## config.mk

```make
export PLATFORM = sky130hd
export DESIGN_NAME = bus_read_sequencer
export DESIGN_NICKNAME = d
export VERILOG_FILES = /design/src/rtl/bus_read_sequencer.sv
export SDC_FILE = /design/constraint.sdc
export NUM_CORES = 1
export LEC_CHECK = 0
export ABC_AREA = 1
export ABC_CLOCK_PERIOD_IN_PS = 2000
export CELL_PAD_IN_SITES_DETAIL_PLACEMENT = 0
export CELL_PAD_IN_SITES_GLOBAL_PLACEMENT = 2
export CORE_ASPECT_RATIO = 1.1
export CORE_UTILIZATION = 18
export CTS_BUF_LIST = sky130_fd_sc_hd__clkbuf_8
export CTS_CLUSTER_SIZE = 10
export DETAILED_ROUTE_END_ITERATION = 16
export PLACE_DENSITY_LB_ADDON = 0.1
export SYNTH_ARGS = -nofsm -noshare
export SYNTH_HDL_FRONTEND = slang
export SYNTH_SLANG_ARGS = --single-unit
```

## constraint.sdc

```tcl
create_clock -name clk -period 2 [get_ports clk]
set_input_delay 0.4 -clock clk [delete_from_list [all_inputs] [get_ports clk]]
set_output_delay 0.4 -clock clk [all_outputs]
set_load 0.02 [all_outputs]
```

## src/rtl/bus_read_sequencer.sv

```systemverilog
// bus_read_sequencer: bursts wrap-around register words onto a valid/ready bus (in: clk reset src_data req start_sel count bus_ready; out: bus_data bus_valid cur_sel busy done)
module bus_read_sequencer #(
  parameter int NUM_SRC = 8,
  parameter int SEL_W   = 3,
  parameter int DATA_W  = 16
) (
  input  logic                      clk,
  input  logic                      reset,
  input  logic [NUM_SRC*DATA_W-1:0] src_data,
  input  logic                      req,
  input  logic [SEL_W-1:0]          start_sel,
  input  logic [SEL_W:0]            count,
  input  logic                      bus_ready,
  output logic [DATA_W-1:0]         bus_data,
  output logic                      bus_valid,
  output logic [SEL_W-1:0]          cur_sel,
  output logic                      busy,
  output logic                      done
);
  typedef enum logic {S_IDLE, S_SEND} state_t;
  localparam logic [SEL_W:0] NSRC = (SEL_W+1)'(NUM_SRC);
  state_t              r_state, w_next;
  logic [SEL_W-1:0]    r_sel;
  logic [SEL_W:0]      r_remaining;
  logic [DATA_W-1:0]   r_data;
  logic                r_done;
  logic                w_start, w_beat, w_last;
  logic [SEL_W:0]      w_ss, w_diff, w_cnt;
  logic [SEL_W-1:0]    w_red, w_nsel, w_idx;
  logic [DATA_W-1:0]   w_words [NUM_SRC];
  for (genvar g = 0; g < NUM_SRC; g++) begin : g_w
    assign w_words[g] = src_data[g*DATA_W +: DATA_W];
  end
  always_comb begin
    w_ss    = {1'b0, start_sel};
    w_diff  = w_ss - NSRC;
    w_red   = w_ss < NSRC ? start_sel : (w_diff < NSRC ? w_diff[SEL_W-1:0] : '0);
    w_cnt   = count > NSRC ? NSRC : count;
    w_nsel  = r_sel == SEL_W'(NUM_SRC - 1) ? '0 : r_sel + SEL_W'(1);
    w_start = r_state == S_IDLE && req && count != '0;
    w_beat  = r_state == S_SEND && bus_ready;
    w_last  = w_beat && r_remaining == (SEL_W+1)'(1);
    w_idx   = w_start ? w_red : w_nsel;
  end
  always_ff @(posedge clk) r_state <= reset ? S_IDLE : w_next;
  always_comb w_next = w_start ? S_SEND : (w_last ? S_IDLE : r_state);
  always_comb begin
    busy      = r_state == S_SEND;
    bus_valid = r_state == S_SEND;
    bus_data  = r_data;
    cur_sel   = r_sel;
    done      = r_done;
  end
  always_ff @(posedge clk) begin
    if (reset) begin
      r_sel       <= '0;
      r_remaining <= '0;
      r_data      <= '0;
      r_done      <= 1'b0;
    end else begin
      r_done <= w_last;
      if (w_start) begin
        r_sel       <= w_red;
        r_remaining <= w_cnt;
        r_data      <= w_words[w_idx];
      end else if (w_beat && !w_last) begin
        r_sel       <= w_nsel;
        r_remaining <= r_remaining - (SEL_W+1)'(1);
        r_data      <= w_words[w_idx];
      end else if (w_last) begin
        r_remaining <= '0;
      end
    end
  end
endmodule

```

# --- Word-level counts from Yosys, hierarchy flattened ---
# Index checks and enable logic that the tools add are counted.
op_classes:
  eq_ne: 2
  n_lt_le_gt_ge: 2
  muxes: 15
  reduce_logical: 10
  bitwise: 2
  addsub: 2
op_table:
  columns: ["cell", "count"]
  rows:
  - ["$mux W16", 4]
  - ["$bmux W16 S3", 1]
  - ["$mux W4", 4]
  - ["$mux W3", 4]
  - ["$logic_and A1 B1 Y1", 5]
  - ["$eq A4 B1 Y1 const B", 1]
  - ["$ge A4 B4 Y1 const B", 1]
  - ["$gt A4 B4 Y1 const B", 1]
  - ["$not A3 Y4", 1]
  - ["$reduce_bool A2 Y1", 2]
  - ["$reduce_bool A4 Y1", 1]
  - ["$sub A4 B1 Y4 const B", 1]
  - ["$add A3 B1 Y3 const B", 1]
  - ["$eq A3 B3 Y1 const B", 1]
  - ["$reduce_bool A3 Y1", 1]
  - ["$mux W1", 2]
  - ["$logic_not A1 Y1", 1]
  - ["$not A1 Y1", 1]
word_totals:
  reg_bits: 25
  output_inout_bits: 22

# --- Depth between registers and ports, before layout ---
# Gate-level depths: netlist of the first run.
logic_depth:
  ltp_word: 10
  ltp_mapped: 13
  mapped_depth_nobuf: 12

# --- Worst setup path before layout of the first run ---
# No wires, ideal clock.
synth_path:
  path_type: "register -> register"
  start: "register r_sel[0] (netlist: cur_sel[0])"
  end: "register r_data[12] (netlist: bus_data[12])"
  t_required_ns: 1.890
  setup_ns: 0.110
  n_path_buf: 1
  arrival_ns: 1.639
  stages_incl_launch_ff: 14
  slack_ns: 0.250
  cell_sequence: "dfxtp_1 ha_1 ha_1 nor2_1 inv_1 nand2_1 buf_2 nand3_1 nand3_1 nand2_1 nand2_1 nand3_1 nand2_1 inv_1"
synth_between:
  elab_chain_len: 9
synth_lines:
  columns: ["item", "line_no", "rtl"]
  rows:
  - ["start: declaration", "23", "logic [SEL_W-1:0] r_sel;"]
  - ["start signal: assignment", "63", "r_sel <= w_red;"]
  - ["start signal: assignment", "67", "r_sel <= w_nsel;"]
  - ["$add A3 B1 Y3 or $eq A3 B3 Y1 (tied branches)", "39", "w_nsel = r_sel == SEL_W'(NUM_SRC - 1) ? '0 : r_sel + SEL_W'(1);"]
  - ["$mux W3 *", "39", null]
  - ["$mux W3 *", "43", "w_idx = w_start ? w_red : w_nsel;"]
  - ["$not A3 Y4 (not written as such) *", "65, 69", null]
  - ["$bmux W16 S3 *", "65, 69", null]
  - ["$mux W16 (not written as such) * (2 in series)", "65, 69", null]
  - ["$mux W16", "66", "end else if (w_beat && !w_last) begin"]
  - ["$mux W16 *", "62", "if (w_start) begin"]
  - ["end signal: assignment", "65", "r_data <= w_words[w_idx];"]
  - ["end signal: assignment", "69", "r_data <= w_words[w_idx];"]
  - ["end: declaration", "25", "logic [DATA_W-1:0] r_data;"]
# Every way passes the cells marked *; elsewhere a longest branch is shown, timed or not. The select of a mux whose other input is x is not followed.
# A chain may end at the register's enable or synchronous reset.

# --- Final worst setup path of the first run ---
layout_path:
  start: "register r_sel[1] (netlist: cur_sel[1])"
  end: "register r_data[11] (netlist: bus_data[11])"
# The elaborated chain is that of the path after synthesis.

==> results of run 1 <==
[state kept, by name (all words and copies together), names as in the netlist]
| register | flops |
|---|---|
| bus_data | 16 |
| r_remaining | 4 |
| cur_sel | 3 |
| bus_valid | 1 |
| done | 1 |
[per-stage QoR]
stage	power [W]	setup TNS, ns
floorplan	0.00149	0
global placement	0.00235	-4.16
detailed placement	0.00234	-4.58
CTS	0.00270	0
global route	0.00321	-0.0110
finish	0.00299	0
[cell usage after synthesis (6+ instances only)]
cell      number  area share
nand3_1      184        0.34
nand2_1      107        0.15
buf_4         10       0.028
nand3b_1      16       0.044
o21ai_0        6       0.011
dfxtp_1       25        0.18
a21oi_1        6       0.011
nor2_1        10       0.014
inv_1         75        0.10
buf_2         16       0.029
[kinds of logic after synthesis]
logic type / after synthesis / share of synthesized area
flip-flops: 25 / 0.184
AND/OR/NAND/NOR: 326 / 0.573
AO/OA/AOI/OAI: 16 / 0.0332
XOR/XNOR: 1 / 0.00322
adder cells (fa/ha/maj): 4 / 0.0184
buffers and inverters: 113 / 0.188
[final cells by class]
| class | count | area, µm² | area share |
|---|---|---|---|
| Clock buffer | 3 | 41.3 | 0.00774 |
| Clock inverter | 1 | 7.51 | 0.00141 |
| Inverter | 78 | 295 | 0.0553 |
| Multi-Input combinational cell | 348 | 1900 | 0.356 |
| Sequential cell | 25 | 502 | 0.0940 |
| Tap cell | 192 | 240 | 0.0450 |
| Timing Repair Buffer | 212 | 2350 | 0.441 |
[tightest hold or removal path, delay by kind of cell]
family          cells  cell delay (ns)
compound gates      1             0.08
buf+inv             1             0.14
simple gates        1             0.09
[report_power, final]
group	leakage (nW)	switching, W	internal (W)	total (W)
registers	0.206	0.0000497	0.000569	0.000619
logic	2.32	0.000999	0.00103	0.00203
clock network	0.0217	0.000194	0.000142	0.000336
total	2.54	0.00124	0.00174	0.00299
[how the worst min path moves through the flow]
| stage | start | end | slack [ns] |
|---|---|---|---|
| after detailed placement | r_remaining[3] | r_remaining[3] | 0.49 |
| after CTS | r_remaining[3] | r_remaining[3] | 0.51 |
| after floorplan | r_remaining[2] | r_remaining[2] | 0.45 |
| after global placement | r_remaining[1] | r_remaining[1] | 0.48 |
| after global routing | count[2] | r_remaining[2] | 0.47 |
| final | count[2] | r_remaining[2] | 0.46 |
[routing by layer]
metal / vias to the layer above / track usage / routed length (µm)
li1: 1942 / - / -
met1: 1723 / 0.229 / 6780
met2: 125 / 0.273 / 6790
met3: 6 / 0.0252 / 878
met4: 0 / 0.0417 / 99
met5: - / 0 / 0
[timing repair]
action                                  CTS  global route
pin swaps                                 0            20
gates cloned                              0             9
setup buffers                             0             7
gates resized for setup                   2            59
endpoints found under the setup margin    3            16
==> qor.yml, run 1 <==
status: "complete, no violations"
synthArstFlopShare: 0
crit_required_ns: 2.19
antennaDiodeCount: 0
arrival_ns: 2.05
n_fill_cell: 1552
max_freq_mhz: 537
grt_util_all_layers: 0.167
coreArea_um2: 14600
syn_area_per_cell_um2: 5.60
timing.final.ws_setup_ns: 0.139
whs_ns: 0.460
syn_inst: 485
placed_cell_area_um2: 4780
die_area_um2: 15600
cts_root_buf: "clkbuf_8"
final_nets: 811
drt_first_pass_iters: 4
drt_iter0_markers: 251
cp-startpoint: "cur_sel[1]"
ant_nets: 0
dieHeight_um: 131
path_cells: "ha_1 > ha_2 > nor2_4 > inv_1 > nand2_4 > buf_12 > nand3_1 > nand3_1 > nand2_2 > nand2_2 > nand3_1 > nand2_1 > inv_1"
port_buffers: 160
syn_area_um2: 2720
final_common_cell: "nand3_1"
max_stage_delay_ns: 0.35
worst-path-buf-inv: 3
r2r_setup_slack_ns: 0.14
hold_viol: 0
final_cell_count_no_fill: 859
route.vias.total: 3796
dp.cells: 839
skew_ns: 0.0136
clk_path_buf_depth: 2
place.detailed.hpwl_um: 10200
synth-edff-count: 0
most-common-layout-cells: "nand3_1 (174), clkdlybuf4s50_1 (155), nand2_1 (89)"
fin_crit_sh: 0.931
grt_max_degree: 45
rows: 46
routabilityCongestion: 0.750
cts_hold_buf: 0
yosys_warnings: 0
critPathLaunchType: "flip-flop"
insertion_delay_ns: 0.29
drc: 0
leakage_nw: 2.54
crit_top_cell: "nand3_1"
syn2layout_area_growth_pct: 96.4
ioPinCount: 161
pre_cts_ws_ns: -0.347
cp_slowest_cell: "dfxtp_2"
finalCoreUtilization: 0.366
slew_viol_final: 0
maxSlewHeadroom: 0.799
worst_slew_pin_slew_ns: 0.300
design_area_um2: 5340
cap_violations: 0
min_path_cells: 3
cts_buffers: 3
synth_nets: 628
peakVddDrop_mv: 0.250
overflow: 0
seq_area_frac_synth: 0.184
grt_pass1_vias: 3652
reg2reg_to: "bus_data[11]"
clk_pin_slew_ns: 0.11
initial_utilization: 0.187
setup_violations: 0
ys_types: 24
synthFlopType: "dfxtp_1"
crit_path_end_kind: "flip-flop"
hold_path.class: "input pin to flip-flop"
cts_sinks: 25
drive_above_1_share: 0.154
cp.depth: 13
r2r.worst_path.cells: 13
power.density_nw_per_um2: 559
ys_ff_latch: 25
routed_wl_um: 14500
grt_pass1_wl_um: 20200
cp_max_fo: 11
crit_type: "flip-flop to flip-flop"
wl_per_cell_um: 16.9
antenna_found_initial: 0
cts_max_level: 1
vias_per_cell: 4.42
crit_family: "simple AND/OR/NAND/NOR gates"
period_needed_ns: 1.86
crit_end: "bus_data[11]"
cts_tree: "yes"
fp.dieW_um: 119
r2r_start: "cur_sel[1]"
Note: power is estimated with default switching activity, not from simulation.
==> inputs of run 2 (changes only) <==
--- a/config.mk
+++ b/config.mk
@@ -14,6 +14,7 @@
 export CTS_BUF_LIST = sky130_fd_sc_hd__clkbuf_8
 export CTS_CLUSTER_SIZE = 10
 export DETAILED_ROUTE_END_ITERATION = 16
+export GPL_ROUTABILITY_DRIVEN = 1
 export PLACE_DENSITY_LB_ADDON = 0.1
 export SYNTH_ARGS = -nofsm -noshare
 export SYNTH_HDL_FRONTEND = slang
==> results of run 2 <==
Final layout, timing and power as in run 1 (identical DEF).
==> inputs of run 3 (changes only) <==
--- a/config.mk
+++ b/config.mk
@@ -16,6 +16,7 @@
 export DETAILED_ROUTE_END_ITERATION = 16
 export GPL_ROUTABILITY_DRIVEN = 1
 export PLACE_DENSITY_LB_ADDON = 0.1
+export SLEW_MARGIN = 10
 export SYNTH_ARGS = -nofsm -noshare
 export SYNTH_HDL_FRONTEND = slang
 export SYNTH_SLANG_ARGS = --single-unit
==> results of run 3 <==
Final layout, timing and power as in run 1 (identical DEF).
